### src/rtl/cache_ctrl_nway_fsm.sv
// cache_ctrl_nway_fsm: N-way set-associative cache control FSM with per-set valid/dirty/true-LRU state,
// victim selection, dirty writeback and req/ack memory handshake.
module cache_ctrl_nway_fsm #(
   parameter int WAYS  = 4,
   parameter int WAY_W = 2,
   parameter int SETS  = 16,
   parameter int SET_W = 4
) (
   input  logic             clk,
   input  logic             reset_n,
   input  logic             req_valid,
   input  logic             req_write,
   input  logic [SET_W-1:0] req_set,
   input  logic             hit,
   input  logic [WAY_W-1:0] hit_way,
   input  logic             inv_all,
   input  logic             mem_ack,
   output logic             req_ready,
   output logic             miss,
   output logic             resp_valid,
   output logic             write_enable,
   output logic [WAY_W-1:0] update_way,
   output logic             mem_req,
   output logic             mem_we,
   output logic [SET_W-1:0] mem_set,
   output logic [2:0]       state
);
   typedef enum logic [2:0] {IDLE = 3'd0, HIT = 3'd1, WRITEBACK = 3'd2, REFILL = 3'd3, INSTALL = 3'd4} state_t;
   state_t state_q, state_d;
   logic [SETS-1:0][WAYS-1:0] valid_q, valid_d, dirty_q, dirty_d;
   logic [SETS-1:0][WAYS-1:0][WAY_W-1:0] age_q, age_d;
   logic wr_q, wr_d;
   logic [SET_W-1:0] set_q, set_d;
   logic [WAY_W-1:0] way_q, way_d;
   logic [WAY_W-1:0] victim;
   logic victim_dirty, touch;
   // Lowest-index invalid way wins; otherwise the oldest way.
   always_comb begin
      victim = '0;
      for (int i = 0; i < WAYS; i++)
         if (age_q[req_set][i] == WAY_W'(WAYS - 1)) victim = WAY_W'(i);
      for (int i = WAYS - 1; i >= 0; i--)
         if (!valid_q[req_set][i]) victim = WAY_W'(i);
      victim_dirty = valid_q[req_set][victim] & dirty_q[req_set][victim];
   end
   always_comb begin
      state_d = state_q;
      valid_d = valid_q;
      dirty_d = dirty_q;
      age_d   = age_q;
      wr_d    = wr_q;
      set_d   = set_q;
      way_d   = way_q;
      touch   = 1'b0;
      case (state_q)
         IDLE: begin
            if (inv_all) begin
               valid_d = '0;
               dirty_d = '0;
               for (int s = 0; s < SETS; s++)
                  for (int i = 0; i < WAYS; i++) age_d[s][i] = WAY_W'(i);
            end else if (req_valid) begin
               wr_d    = req_write;
               set_d   = req_set;
               way_d   = hit ? hit_way : victim;
               state_d = hit ? HIT : (victim_dirty ? WRITEBACK : REFILL);
            end
         end
         HIT: begin
            touch = 1'b1;
            if (wr_q) dirty_d[set_q][way_q] = 1'b1;
            state_d = IDLE;
         end
         WRITEBACK: if (mem_ack) begin
            dirty_d[set_q][way_q] = 1'b0;
            state_d = REFILL;
         end
         REFILL: if (mem_ack) state_d = INSTALL;
         INSTALL: begin
            touch = 1'b1;
            valid_d[set_q][way_q] = 1'b1;
            dirty_d[set_q][way_q] = wr_q;
            state_d = IDLE;
         end
         default: state_d = IDLE;
      endcase
      // Move-to-front: ways younger than the touched one age by one.
      if (touch) begin
         for (int i = 0; i < WAYS; i++)
            if (age_q[set_q][i] < age_q[set_q][way_q]) age_d[set_q][i] = age_q[set_q][i] + WAY_W'(1);
         age_d[set_q][way_q] = '0;
      end
   end
   always_ff @(posedge clk or negedge reset_n) begin
      if (!reset_n) begin
         state_q <= IDLE;
         valid_q <= '0;
         dirty_q <= '0;
         for (int s = 0; s < SETS; s++)
            for (int i = 0; i < WAYS; i++) age_q[s][i] <= WAY_W'(i);
         wr_q    <= 1'b0;
         set_q   <= '0;
         way_q   <= '0;
      end else begin
         state_q <= state_d;
         valid_q <= valid_d;
         dirty_q <= dirty_d;
         age_q   <= age_d;
         wr_q    <= wr_d;
         set_q   <= set_d;
         way_q   <= way_d;
      end
   end
   assign req_ready    = state_q == IDLE;
   assign miss         = req_ready & req_valid & ~hit & ~inv_all;
   assign resp_valid   = state_q == HIT || state_q == INSTALL;
   assign write_enable = (state_q == HIT && wr_q) || state_q == INSTALL;
   assign update_way   = state_q == IDLE ? '0 : way_q;
   assign mem_req      = state_q == WRITEBACK || state_q == REFILL;
   assign mem_we       = state_q == WRITEBACK;
   assign mem_set      = mem_req ? set_q : '0;
   assign state        = state_q;
endmodule

### config.mk
export PLATFORM = sky130hd
export DESIGN_NAME = cache_ctrl_nway_fsm
export DESIGN_NICKNAME = d
export VERILOG_FILES = /design/src/rtl/cache_ctrl_nway_fsm.sv
export SDC_FILE = /design/constraint.sdc
export NUM_CORES = 1
export LEC_CHECK = 0
export CAP_MARGIN = 40
export CORE_MARGIN = 2
export CORE_UTILIZATION = 60
export CTS_BUF_LIST = sky130_fd_sc_hd__clkbuf_8
export DETAILED_ROUTE_END_ITERATION = 16
export PLACE_DENSITY = 0.77
export SLEW_MARGIN = 20
export SYNTH_ARGS = -nofsm -noshare
export SYNTH_HDL_FRONTEND = slang
export SYNTH_SLANG_ARGS = --single-unit
### constraint.sdc
create_clock -name clk -period 7.7 [get_ports clk]
set_input_delay 0.77 -clock clk [delete_from_list [all_inputs] [get_ports clk]]
set_output_delay 0.77 -clock clk [all_outputs]
set_load 0.05 [all_outputs]
==> flow_metrics.py <==
metrics = {
    "worst_setup_path": {
        "required_ns": 8.11,
        "cpPeakStageDelay_ns": 0.74,
        "cp_max_fo": 28,
        "path_buf_inv": 3,
        "path_class": "flop to flop",
        "cpMaxStageDelayCell": "dfrtp_2",
        "cp_common_cell": "mux4_2",
        "critPathLaunchType": "flop",
        "worstPathArrival_ns": 5.27,
        "r2r_cells": 11,
        "rr_startpoint": "set_q[0]",
        "cp-end-kind": "flop",
        "reg2reg_slack_ns": 2.84,
        "cp_top_family": "multiplexers",
        "path_cells": "buf_4 > mux4_2 > mux4_2 > mux4_2 > inv_1 > ha_1 > o21ai_2 > nor3_2 > buf_4 > o21ai_0 > o21ai_0",
        "rr_endpoint": "age_q[49]",
    },
    "sta": {
        "period_share": 0.631,
        "min_period_ns": 4.86,
        "hold_viol_final": 0,
        "skew_ns": 0.0293,
        "timing.hold.ws_ns": 0.0488,
        "setup_viol": 0,
        "slew-limit-headroom": 0.378,
        "worst_pin_slew_ns": 0.926,
        "setup_ws_ns": 2.84,
        "max_freq_mhz": 206,
        "finalMaxSlewViolations": 0,
        "setup_tns_ns": 0,
        "rsz0062_at_grt": "false",
    },
    "clock_tree": {
        "cts-hold-fix-buffers": 0,
        "cts_setup_buffers": 0,
        "cts_sinks": 266,
        "clock_path_buffers": 3,
        "h-tree-depth": 2,
        "ctsRootBufferMaster": "clkbuf_8",
        "cts_buffers": 46,
        "cts_resized": 0,
        "cts_tree": "done",
        "insertion_delay_ns": 0.58,
        "clk_pin_slew_ns": 0.06,
    },
    "drt": {
        "wl_per_cell_um": 24.4,
        "vias": 12135,
        "dr.first_iter.drc_count": 1316,
        "firstDrtPassIters": 6,
        "drt-total-wl_mm": 42.8,
        "viasPerCell": 6.91,
        "postRouteAntennaNets": 0,
        "remaining_drc_errors": 0,
    },
    "global_route": {
        "grt_pass1_vias": 11910,
        "grt_max_degree": 131,
        "globalRouteTotalUtil": 0.356,
        "grt_pass1_wl_mm": 67.8,
        "grtUsageMet3": 0.0761,
        "grt_util_met1": 0.486,
        "grt_use_met2": 0.547,
        "antenna_found_initial": 0,
        "gr-total-overflow": 0,
        "busiest_layer": "met2",
    },
    "power": {
        "peakVddDrop_mv": 0.256,
        "cellPowerDensity_nw_per_um2": 386,
        "power_leakage_nw": 6.51,
    },
    "layout": {
        "finalNonFillerCells": 1756,
        "drive_gt1_frac": 0.189,
        "nets": 1418,
        "antenna_cells": 0,
        "postLayoutCoreUtil": 0.677,
        "area_growth_pct": 11.0,
        "filler_cell_count": 1796,
    },
    "floorplan": {
        "die-height_um": 158,
        "die_w_um": 158,
        "floorplan.initialDensity": 0.610,
        "rows": 56,
        "ios": 28,
        "design.die.area_um2": 25000,
        "coreArea_um2": 23400,
    },
    "placed_design": {
        "dp_hpwl_mm": 27.4,
        "post-place-cells": 1667,
        "port_buffers": 27,
        "dp_slack_ns": 2.90,
        "gp_congestion": 0.932,
    },
    "synth": {
        "synthArstFlopShare": 1.00,
        "synthTopCellsByCount": "202 x dfrtp_1, 185 x nor2_1, 141 x a21oi_1",
        "syn_inst": 1405,
        "syn_nets": 1422,
        "synth_most_common_cell": "dfrtp_1",
        "avgSynthCellArea_um2": 10.2,
        "syn_area_um2": 14300,
        "synth_ff_type": "dfrtp_1",
        "synth_top_area_frac": 0.354,
        "synth_cell_type_count": 62,
        "ys_warn_count": 0,
        "seq_area_frac_synth": 0.472,
        "synth_seq_cells": 266,
        "synth-edff-count": 0,
        "yosysTopAreaCell": "dfrtp_1",
        "netlist_top_cells_area": "dfrtp_1 35%, dfstp_2 12%, mux4_2 12%",
    },
    "outcome": {
        "status": "finished clean",
    },
    "job": {
        "drv_cap": 0,
    },
    "worst_hold_path": {
        "hp-class": "primary input to async pin",
    },
}
==> layout by cell type (no fill, tap or decap), types with 7 or more instances in the layout <==
cell type and n:
o21ai_0 139, nand3_1 25, a32o_1 11, nor2_1 182, mux2_2 7, buf_4 23, nand2b_1 22, mux4_2 74
o211ai_1 22, clkbuf_8 59, dfstp_2 64, o22ai_1 41, a21oi_1 140, nor3_1 12, o21ai_1 49, nand2_1 101
a22o_1 55, inv_1 24, nor2b_1 8, a211oi_1 25, mux2i_1 9, dfrtp_1 200, clkdlybuf4s50_1 23, a21o_1 8
mux4_1 7
==> power breakdown <==
part / total [W] / internal (W) / switching, W
Sequential: 0.00195 / 0.00169 / 0.000260
Combinational: 0.00274 / 0.000881 / 0.00186
Clock: 0.00142 / 0.000822 / 0.000602
Total: 0.00612 / 0.00340 / 0.00272
==> worst max-delay path by stage <==
| stage | start | endpoint | cells past startpoint | slack, ns |
|---|---|---|---|---|
| detailed placement | set_q[0] | age_q[49] | 11 | 2.90 |
| CTS | set_q[0] | age_q[49] | 11 | 2.89 |
| global route | set_q[0] | age_q[49] | 11 | 2.61 |
| floorplan | state[0] | miss | 5 | 3.52 |
| global placement | set_q[0] | age_q[1] | 10 | 2.63 |
| finish | set_q[0] | age_q[49] | 11 | 2.84 |
==> metal layers <==
| layer | part of all wire | wire, µm |
|---|---|---|
| met5 | 0 | 0 |
| met1 | 0.38 | 16400 |
| met3 | 0.11 | 4610 |
| met4 | 0.045 | 1930 |
| met2 | 0.47 | 19900 |
==> per-stage QoR <==
step	area [µm²]	power [W]
after floorplan	14300	0.00382
after global placement	14600	0.00451
after detailed placement	14700	0.00461
after CTS	15700	0.00604
after global routing	15800	0.00642
final	15800	0.00612
==> kinds of logic after synthesis <==
group,Yosys count,share of synthesized area
multiplexers,98,0.143
buffers and inverters,122,0.0375
flip-flops,266,0.472
XOR/XNOR,4,0.00245
adder cells (fa/ha/maj),4,0.00351
AND/OR/NAND/NOR,389,0.119
AO/OA/AOI/OAI,522,0.223
==> final cells by class <==
class | instances | area [µm²] | area share
clock buffer | 59 | 812 | 0.0513
clock inverter | 25 | 210 | 0.0133
inverter | 12 | 45.0 | 0.00284
multi-input combinational | 1017 | 7040 | 0.445
sequential | 266 | 6740 | 0.425
tap | 319 | 399 | 0.0252
timing repair buffer | 58 | 594 | 0.0375
==> flip-flops by register name, indices dropped and copies added, names as in the netlist <==
register	count
state	3
dirty_q	64
wr_q	1
set_q	4
way_q	2
valid_q	64
age_q	128
No activity file was read; power rests on OpenSTA's default activity.
